==> src/rtl/rom_dump_uart.sv <==
// ROM sample capture FIFO feeding an 8N1 UART that sends ADDR_HI, ADDR_LO, DATA per record.
// Define ROM_DUMP_CHECKSUM_EN to append an XOR checksum byte to every record.
module rom_dump_uart #(
    parameter int DATA_WIDTH    = 8,
    parameter int ADDRESS_WIDTH = 9,
    parameter int FIFO_DEPTH    = 4,
    parameter int CLKS_PER_BIT  = 434
) (
    input  logic                     clk,
    input  logic                     reset_n,
    input  logic                     sample_valid,
    input  logic [ADDRESS_WIDTH-1:0] sample_addr,
    input  logic [DATA_WIDTH-1:0]    sample_data,
    output logic                     sample_ready,
    output logic                     uart_tx,
    output logic                     busy,
    output logic                     overflow
);

    localparam int REC_W = ADDRESS_WIDTH + DATA_WIDTH;
    localparam int PTR_W = (FIFO_DEPTH > 1) ? $clog2(FIFO_DEPTH) : 1;
    localparam int CNT_W = $clog2(FIFO_DEPTH + 1);
    localparam int TMR_W = (CLKS_PER_BIT > 1) ? $clog2(CLKS_PER_BIT) : 1;
`ifdef ROM_DUMP_CHECKSUM_EN
    localparam int NUM_BYTES = 4;
`else
    localparam int NUM_BYTES = 3;
`endif
    localparam logic [TMR_W-1:0] TMR_LAST   = TMR_W'(CLKS_PER_BIT - 1);
    localparam logic [CNT_W-1:0] COUNT_FULL = CNT_W'(FIFO_DEPTH);
    localparam logic [1:0]       LAST_BYTE  = 2'(NUM_BYTES - 1);

    if (DATA_WIDTH < 1 || DATA_WIDTH > 8) begin : g_bad_data_width
        $error("rom_dump_uart: DATA_WIDTH must be in 1..8");
    end
    if (ADDRESS_WIDTH < 1 || ADDRESS_WIDTH > 16) begin : g_bad_addr_width
        $error("rom_dump_uart: ADDRESS_WIDTH must be in 1..16");
    end
    if (FIFO_DEPTH < 2 || (FIFO_DEPTH & (FIFO_DEPTH - 1)) != 0) begin : g_bad_depth
        $error("rom_dump_uart: FIFO_DEPTH must be a power of 2, >= 2");
    end
    if (CLKS_PER_BIT < 2) begin : g_bad_baud
        $error("rom_dump_uart: CLKS_PER_BIT must be >= 2");
    end

    typedef enum logic [1:0] {
        ST_IDLE,
        ST_START,
        ST_DATA,
        ST_STOP
    } state_t;

    state_t             state_reg, state_next;
    logic [TMR_W-1:0]   timer_reg, timer_next;
    logic [2:0]         bit_reg, bit_next;
    logic [1:0]         byte_idx_reg, byte_idx_next;
    logic               tx_reg, tx_next;
    logic               tick;

    logic [REC_W-1:0]   mem [FIFO_DEPTH];
    logic [REC_W-1:0]   shadow_reg;
    logic [PTR_W-1:0]   wr_ptr_reg, rd_ptr_reg;
    logic [CNT_W-1:0]   count_reg;
    logic               overflow_reg;
    logic               full, empty, push, pop;

    logic [15:0]        addr16;
    logic [7:0]         data8;
    logic [7:0]         cur_byte;

    assign full  = (count_reg == COUNT_FULL);
    assign empty = (count_reg == '0);
    assign pop   = (state_reg == ST_IDLE) && !empty;

    // A pop in the same cycle frees a slot, so a full FIFO can still take a record then.
    assign sample_ready = reset_n && (!full || pop);
    assign push         = sample_valid && sample_ready;

    always_ff @(posedge clk) begin
        if (push) begin
            mem[wr_ptr_reg] <= {sample_addr, sample_data};
        end
        if (pop) begin
            shadow_reg <= mem[rd_ptr_reg];
        end
    end

    always_ff @(posedge clk) begin
        if (!reset_n) begin
            wr_ptr_reg   <= '0;
            rd_ptr_reg   <= '0;
            count_reg    <= '0;
            overflow_reg <= 1'b0;
        end else begin
            if (push) begin
                wr_ptr_reg <= wr_ptr_reg + PTR_W'(1);
            end
            if (pop) begin
                rd_ptr_reg <= rd_ptr_reg + PTR_W'(1);
            end
            case ({push, pop})
                2'b10:   count_reg <= count_reg + CNT_W'(1);
                2'b01:   count_reg <= count_reg - CNT_W'(1);
                default: count_reg <= count_reg;
            endcase
            if (sample_valid && !sample_ready) begin
                overflow_reg <= 1'b1;
            end
        end
    end

    // Zero-extend the captured record to the 16-bit address / 8-bit data wire format.
    for (genvar gi = 0; gi < 16; gi++) begin : g_addr16
        if (gi < ADDRESS_WIDTH) begin : g_bit
            assign addr16[gi] = shadow_reg[DATA_WIDTH + gi];
        end else begin : g_zero
            assign addr16[gi] = 1'b0;
        end
    end

    for (genvar gi = 0; gi < 8; gi++) begin : g_data8
        if (gi < DATA_WIDTH) begin : g_bit
            assign data8[gi] = shadow_reg[gi];
        end else begin : g_zero
            assign data8[gi] = 1'b0;
        end
    end

    always_comb begin
        cur_byte = 8'h00;
        case (byte_idx_next)
            2'd0:    cur_byte = addr16[15:8];
            2'd1:    cur_byte = addr16[7:0];
            2'd2:    cur_byte = data8;
`ifdef ROM_DUMP_CHECKSUM_EN
            default: cur_byte = addr16[15:8] ^ addr16[7:0] ^ data8;
`else
            default: cur_byte = 8'h00;
`endif
        endcase
    end

    assign tick = (timer_reg == TMR_LAST);

    always_comb begin
        state_next    = state_reg;
        timer_next    = timer_reg;
        bit_next      = bit_reg;
        byte_idx_next = byte_idx_reg;
        case (state_reg)
            ST_IDLE: begin
                timer_next = '0;
                bit_next   = '0;
                if (!empty) begin
                    byte_idx_next = '0;
                    state_next    = ST_START;
                end
            end
            ST_START: begin
                timer_next = tick ? '0 : timer_reg + TMR_W'(1);
                if (tick) begin
                    bit_next   = '0;
                    state_next = ST_DATA;
                end
            end
            ST_DATA: begin
                timer_next = tick ? '0 : timer_reg + TMR_W'(1);
                if (tick) begin
                    if (bit_reg == 3'd7) begin
                        state_next = ST_STOP;
                    end else begin
                        bit_next = bit_reg + 3'd1;
                    end
                end
            end
            ST_STOP: begin
                timer_next = tick ? '0 : timer_reg + TMR_W'(1);
                if (tick) begin
                    if (byte_idx_reg == LAST_BYTE) begin
                        state_next = ST_IDLE;
                    end else begin
                        byte_idx_next = byte_idx_reg + 2'd1;
                        state_next    = ST_START;
                    end
                end
            end
            default: state_next = ST_IDLE;
        endcase
    end

    // The line level is registered from the next state so uart_tx never glitches.
    always_comb begin
        tx_next = 1'b1;
        case (state_next)
            ST_START: tx_next = 1'b0;
            ST_DATA:  tx_next = cur_byte[bit_next];
            default:  tx_next = 1'b1;
        endcase
    end

    always_ff @(posedge clk) begin
        if (!reset_n) begin
            state_reg    <= ST_IDLE;
            timer_reg    <= '0;
            bit_reg      <= '0;
            byte_idx_reg <= '0;
            tx_reg       <= 1'b1;
        end else begin
            state_reg    <= state_next;
            timer_reg    <= timer_next;
            bit_reg      <= bit_next;
            byte_idx_reg <= byte_idx_next;
            tx_reg       <= tx_next;
        end
    end

    assign uart_tx  = tx_reg;
    assign busy     = (state_reg != ST_IDLE) || !empty;
    assign overflow = overflow_reg;

endmodule

==> config.mk <==
export PLATFORM = sky130hd
export DESIGN_NAME = rom_dump_uart
export DESIGN_NICKNAME = d
export VERILOG_FILES = /design/src/rtl/rom_dump_uart.sv
export SDC_FILE = /design/constraint.sdc
export NUM_CORES = 1
export LEC_CHECK = 0
export ABC_CLOCK_PERIOD_IN_PS = 2420
export BUFFER_PORTS_ARGS = -buffer_cell sky130_fd_sc_hd__buf_4
export CORE_ASPECT_RATIO = 1.75
export CORE_MARGIN = 5
export CORE_UTILIZATION = 37
export DETAILED_ROUTE_END_ITERATION = 16
export PLACE_DENSITY_LB_ADDON = 0.08
export SETUP_SLACK_MARGIN = 0.02
export SLEW_MARGIN = 20
export SYNTH_ARGS = -nofsm -noshare
export SYNTH_HDL_FRONTEND = slang
export SYNTH_SLANG_ARGS = --single-unit
==> constraint.sdc <==
create_clock -name clk -period 2.42 [get_ports clk]
set_input_delay 0.121 -clock clk [delete_from_list [all_inputs] [get_ports clk]]
set_output_delay 0.121 -clock clk [all_outputs]
set_load 0.005 [all_outputs]
==> run metrics, run 1 <==
vias per cell 4.89; Max transition margin 0.382; Cell Pwr Density 923 nW/µm²; async set-reset flop share out of synthesis 0; DR DRC count 0; Avg Cell Area, Syn 15.3 µm²; Max Slew Vio Count 0; CTS Root Buffer Type clkbuf_16; worst setup path class flop to flop; Clock Sinks 110; Clock power frac 0.269; Final Worst Setup Slack 0.0326 ns; nets@finish 432; area leader, netlist edfxtp_1; Data arrival, critical path 2.63 ns; Multi-input gate area 1740 µm²; CP required 2.66 ns; met1 WL 3480 µm; post-synth top area share 0.551; FMAX 419 MHz; n_diodes 0; DR WL met3 190 µm; #FFs+latches synth 110; Reg power frac 0.446; Top FF cell, synth edfxtp_1; Hold Fails Final Rpt 0; Mapped Cells 303; clock-pin slew on the worst setup and hold paths 0.07 ns; Sw Pwr 1.63 mW; final period utilization 0.987; final setup fails 0; Synth cell types 55; dpl ws -0.255 ns; Gate power share 0.284; final hold slack 0.0705 ns; Crit. End Element flop; max reg flops 68; DR WL met2 5270 µm; hold path depth 3; Post-DRT Antenna Nets 0; detailed-route wire length per cell 16.2 µm; mapped cell area 4630 µm²; DIE HEIGHT 158 µm; IO Pins 24; I/O Buffers 23; number of global-route vias before repair 3057; EDFF count, synth 85; internal power 4.01 mW; register area share after synthesis 0.659; min-delay src sample_valid; Clock Latency Late Sink 0.34 ns; Area growth syn-to-layout 32.0%; post-placement cell area 5330 µm²; worst r2r src state_reg[0]$_SDFF_PN0_; Design Area, Final 6110 µm²; Sw Ratio 0.289; GP Congestion 0.843; Commonest cells post-synth edfxtp_1, dfxtp_1, mux4_2, nor2_1, inv_1; Worst Skew 0.00477 ns; r2r setup slk 0.03 ns; Die W 94.6 µm; Initial DRC Count 112; Storage cell area 3060 µm²; total global routing overflow 0; count leader, synth edfxtp_1; RSZ-0062 raised after global routing yes; number of fill cells 1079; Max clock buf depth 2; Synthesized Nets 338; Initial Util 0.374; P_leak 2.14 nW; status finished, final reports clean; Hold Path End overflow$_SDFFE_PN0P_; crit path max fanout 5; hold crit path type primary input to flop; total power after layout 5.64 mW; CTS tree built; drt pass-1 iters 4; ratio of cells with drive above 1 in the final layout 0.383; worst slew pin tran 0.926 ns; fin crit period 2.39 ns; CP startpoint kind flop; initial antenna violation count 0; CTS Buf Count 9; vias after detailed routing 2785; Top Metal Used met4; warnings from Yosys 0; largest net degree at the start of global routing 20; reg2reg end uart_tx$_SDFF_PN1_; # rows 54; Core Box Area 12400 µm²; cells on worst reg2reg path 11; maximum vdd drop 447 µV; routed wire length 9260 µm; Total Routing Usage GR 0.135; first-pass GRT wire length 15000 µm; H-tree Lvls 3; max cap viols 0; DP HPWL 6370 µm; die area 14900 µm²; synth top area cells edfxtp_1, dfxtp_1, mux4_2, ha_1, and2_1
==> area by class of cell <==
type / instances / area share
Clock buffer: 10 / 0.0375
Clock inverter: 6 / 0.0131
Inverter: 16 / 0.0106
Multi-Input combinational cell: 170 / 0.285
Sequential cell: 110 / 0.500
Tap cell: 168 / 0.0344
Timing Repair Buffer: 90 / 0.119
==> power by group through the flow <==
stage	registers [mW]	logic (mW)	clock network [mW]
after floorplan	2.50	0.840	0
after CTS	2.50	1.51	1.57
final	2.52	1.60	1.52
after detailed placement	2.53	1.35	0
after global routing	2.54	1.78	1.64
after global placement	2.53	1.35	0
==> through the flow <==
step,util,TNS [ns],instances
6_report,0.494,0,570
5_1_grt,0.494,-0.0939,570
4_1_cts,0.480,0,568
3_5_place_dp,0.431,-0.400,528
3_3_place_gp,0.431,-0.305,528
2_1_floorplan,-,0,303
==> worst max-delay path: stages, from the launching register on <==
cell and delay, ns:
dfxtp_2 0.34, inv_4 0.06, buf_6 0.10, ha_4 0.14, inv_2 0.04, or3_1 0.33, mux2_4 0.28, a21bo_4 0.24
nor3_4 0.06, a2111oi_4 0.34, nor4_2 0.06, a211o_1 0.29
==> routing by layer <==
metal	GRT usage	vias to the layer above
met5	0	-
met4	0.0723	0
met3	0.0228	19
met2	0.251	42
met1	0.143	1387
li1	-	1337
==> repair_timing <==
action,CTS,global route
setup endpoints to repair,2,2
hold buffers,17,0
gates resized for setup,22,33
cloned,0,1
setup buffers,8,2
pin swaps,12,21
endpoints found under the hold margin,68,0
==> worst max path at each step <==
stage	cells past startpoint	from	slack, ns	to
CTS	11	state_reg[0]$_SDFF_PN0_	0.006	uart_tx$_SDFF_PN1_
floorplan	10	timer_reg[0]$_SDFF_PP0_	0.02	uart_tx$_SDFF_PN1_
global route	10	timer_reg[1]$_SDFF_PP0_	-0.07	uart_tx$_SDFF_PN1_
finish	11	state_reg[0]$_SDFF_PN0_	0.03	uart_tx$_SDFF_PN1_
global placement	10	state_reg[0]$_SDFF_PN0_	-0.25	uart_tx$_SDFF_PN1_
detailed placement	10	state_reg[0]$_SDFF_PN0_	-0.26	uart_tx$_SDFF_PN1_
==> cells by family after synthesis <==
logic type,Yosys count,share of synthesized area
flip-flops,110,0.659
XOR/XNOR,13,0.0246
AND/OR/NAND/NOR,81,0.0989
buffers and inverters,24,0.0219
AO/OA/AOI/OAI,40,0.0627
multiplexers,20,0.0903
adder cells (fa/ha/maj),15,0.0422
==> cell usage in the layout, fill, tap and decap left out, drive strengths merged, types with 3 or more instances in the layout <==
cell type,netlist,routed
nor2b,4,4
xnor2,9,9
edfxtp,85,85
mux4,17,17
dfxtp,25,25
dlygate4sd3,0,17
or3,3,3
xor2,4,4
o21ai,9,9
a21oi,7,7
and3,4,4
ha,14,14
nand3,7,7
and2,15,15
nand2,15,15
buf,3,73
a2111oi,3,3
inv,16,19
nor2,17,17
a21o,2,3
clkbuf,5,10
Note: power is estimated with default switching activity, not from simulation.
==> run 2, diff against run 1 <==
--- a/config.mk
+++ b/config.mk
@@ -5,9 +5,9 @@
 export SDC_FILE = /design/constraint.sdc
 export NUM_CORES = 1
 export LEC_CHECK = 0
+export ABC_AREA = 1
 export ABC_CLOCK_PERIOD_IN_PS = 2420
 export BUFFER_PORTS_ARGS = -buffer_cell sky130_fd_sc_hd__buf_4
-export CORE_ASPECT_RATIO = 1.75
 export CORE_MARGIN = 5
 export CORE_UTILIZATION = 37
 export DETAILED_ROUTE_END_ITERATION = 16
==> run 2 against run 1 <==
Compared with the run above:
- die area increased by 0.28%
- via count increased by 11%
- wire length decreased by 1.5%
- combinational power decreased by 40%
- cell count increased by 15%
- worst setup slack improved by 0.13 ns
- total power decreased by 13%
- fmax increased by 5.9%
- first-iteration DRC count increased by 22%
- critical path type unchanged
- largest cell class unchanged
==> run metrics, run 2 <==
Crit. End Element flop; Mapped Cells 429; vias per cell 4.70; IO Pins 24; crit path max fanout 5; CTS tree built; CP max-delay cell fa_1; max cap viols 0; largest net degree at the start of global routing 36; Setup TNS Final 0 ns; number of fill cells 1221; xor/xnor share of the synthesized area 0.00562; FMAX 444 MHz; Max clock buf depth 2; nets@finish 514; initial antenna violation count 0; Most Frequent Cell on Critical Path inv_1; most common cell after layout, fill and taps aside edfxtp_1; Die W 122 µm; Max Slew Vio Count 0; Clock Latency Late Sink 0.35 ns; ratio of cells with drive above 1 in the final layout 0.151; routed wire length 9120 µm; Hold Path End rd_ptr_reg[0]$_SDFFE_PN0P_; DIE HEIGHT 122 µm; worst path bufs/invs 4; Max transition margin 0.582; CP startpoint kind flop; mux cell area share after synthesis 0; largest family of logic cells by synthesized area simple AND/OR/NAND/NOR gates; Synthesized Nets 464; cells on worst reg2reg path 14; Initial Util 0.373; GP Congestion 0.765; worst setup path start state_reg[0]$_SDFF_PN0_; Cell Pwr Density 882 nW/µm²; die area 15000 µm²; maximum vdd drop 500 µV; Data arrival, critical path 2.49 ns; post-synthesis adder-cell area fraction 0.0418; Initial DRC Count 137; worst slew pin tran 0.626 ns; Commonest cells post-synth edfxtp_1, nor2_1, o21ai_0; EDFF count, synth 85; Top FF cell, synth edfxtp_1; r2r setup slk 0.17 ns; count leader, synth edfxtp_1; min-delay src reset_n; DR DRC count 0; worst r2r src state_reg[0]$_SDFF_PN0_; P_leak 2.08 nW; post-synth top area share 0.546; Synth Area in Compound Gates 0.0937; most frequent cells in the layout edfxtp_1, nor2_1, o21ai_0, nand2_1, inv_1; I/O Buffers 23; number of global-route vias before repair 3005; Core Box Area 12500 µm²; status finished, final reports clean; Avg Cell Area, Syn 10.9 µm²; first-pass GRT wire length 15000 µm; CP required 2.66 ns; final setup fails 0; warnings from Yosys 0; CP Cell Sequence inv_1, ha_1, inv_1, nand3_1, nand2_1, inv_1, nand2_1, ha_1, inv_1, fa_1, a21oi_1, o21ai_0, o21ai_1, a21oi_1; reg2reg end count_reg[2]$_SDFFE_PN0P_; Area growth syn-to-layout 19.1%; hold crit path type primary input to flop; mapped cell area 4670 µm²; CTS Root Buffer Type clkbuf_16; total global routing overflow 0; Worst Skew 0.00765 ns; worst setup path class flop to flop; n_diodes 0; DP HPWL 5890 µm; #FFs+latches synth 110; CTS Buf Count 9; fin crit period 2.25 ns; Clock Sinks 110; detailed-route wire length per cell 13.9 µm; synth top area cells edfxtp_1, dfxtp_1, nor2_1, o21ai_0, ha_1; Post-DRT Antenna Nets 0; Post-CTS Setup Inserts 0; total power after layout 4.91 mW; H-tree Lvls 3; # rows 41; async set-reset flop share out of synthesis 0; max reg flops 68; Synth cell types 30; CP top delay family adder cells; hold path depth 3; largest stage delay on the critical path 0.38 ns; clock-pin slew on the worst setup and hold paths 0.07 ns; drt pass-1 iters 4; Hold Fails Final Rpt 0; area leader, netlist edfxtp_1; vias after detailed routing 3084; final period utilization 0.931; post-synthesis simple-gate area fraction 0.158; Total Routing Usage GR 0.132; RSZ-0062 raised after global routing no; register area share after synthesis 0.653
[run 2: cell count changes after synthesis, sizes merged, moves of 4 or more]
cell and change:
nor2 +50, o21ai +39, nand2 +37, inv +30, nand3 +29, mux4 -17, o22ai +17, and2 -15
a21oi +7, xnor2 -7, and3 -4, clkbuf +4, nor2b -4
[run 2: final cells by class]
cell class | count | area (µm²) | area share
Clock buffer | 9 | 225 | 0.0405
Clock inverter | 7 | 78.8 | 0.0142
Inverter | 46 | 173 | 0.0310
Multi-Input combinational cell | 262 | 1400 | 0.251
Sequential cell | 110 | 3060 | 0.549
Tap cell | 172 | 215 | 0.0387
Timing Repair Buffer | 50 | 420 | 0.0755
[run 2: cells by family (layout without fill, tap and decap cells)]
family	Yosys count	count (layout)
compound gates	81	81
buf+inv	57	112
fa+ha+maj	15	15
flops	110	110
simple gates	163	163
xor+xnor	3	3
[run 2: power by group]
group          internal, mW  switching (mW)  total (mW)
Combinational         0.327           0.634       0.961
Sequential             2.35          0.0880        2.44
Clock                 0.819           0.692        1.51
Total                  3.49            1.41        4.91
[run 2: timing repair]
item                                    4_1_cts  5_1_grt
gates resized for setup                       0        3
hold buffers                                 18        0
endpoints found under the setup margin        0        1
hold endpoints to repair                     69        0
[run 2: how the worst max path moves through the flow]
stage / end / cells after the start / slack [ns]
floorplan: count_reg[2]$_SDFFE_PN0P_ / 11 / 0.16
global placement: count_reg[2]$_SDFFE_PN0P_ / 14 / 0.19
detailed placement: count_reg[2]$_SDFFE_PN0P_ / 14 / 0.13
CTS: count_reg[2]$_SDFFE_PN0P_ / 14 / 0.1
global route: count_reg[2]$_SDFFE_PN0P_ / 14 / 0.04
finish: count_reg[2]$_SDFFE_PN0P_ / 14 / 0.17
[run 2: per-layer routing]
layer	global-route usage	vias to the layer above	wire, µm	part of all wire
li1	-	1575	-	-
met1	0.161	1459	4220	0.46
met2	0.219	35	4400	0.48
met3	0.0373	15	317	0.035
met4	0.0539	0	191	0.021
met5	0	-	0	0
[run 2: worst register-to-register path, delay by kind of cell, from the launching register on]
kind	cells	cell delay, ns
and+or+nand+nor	3	0.26
DFF	1	0.37
adders and majority gates	3	0.77
AOI/OAI and AO/OA	4	0.44
buffers and inverters	4	0.29
[run 2: per-stage QoR]
stage / worst slack (ns) / util / instances / hold slack, ns / instance area (µm²)
detailed placement: 0.130 / 0.406 / 622 / 0.324 / 5080
finish: 0.166 / 0.445 / 656 / 0.0737 / 5570
CTS: 0.0961 / 0.445 / 656 / 0.0560 / 5560
global route: 0.0408 / 0.445 / 656 / 0.0783 / 5570
floorplan: 0.158 / - / 429 / 0.220 / 4670
global placement: 0.193 / 0.406 / 622 / 0.325 / 5080
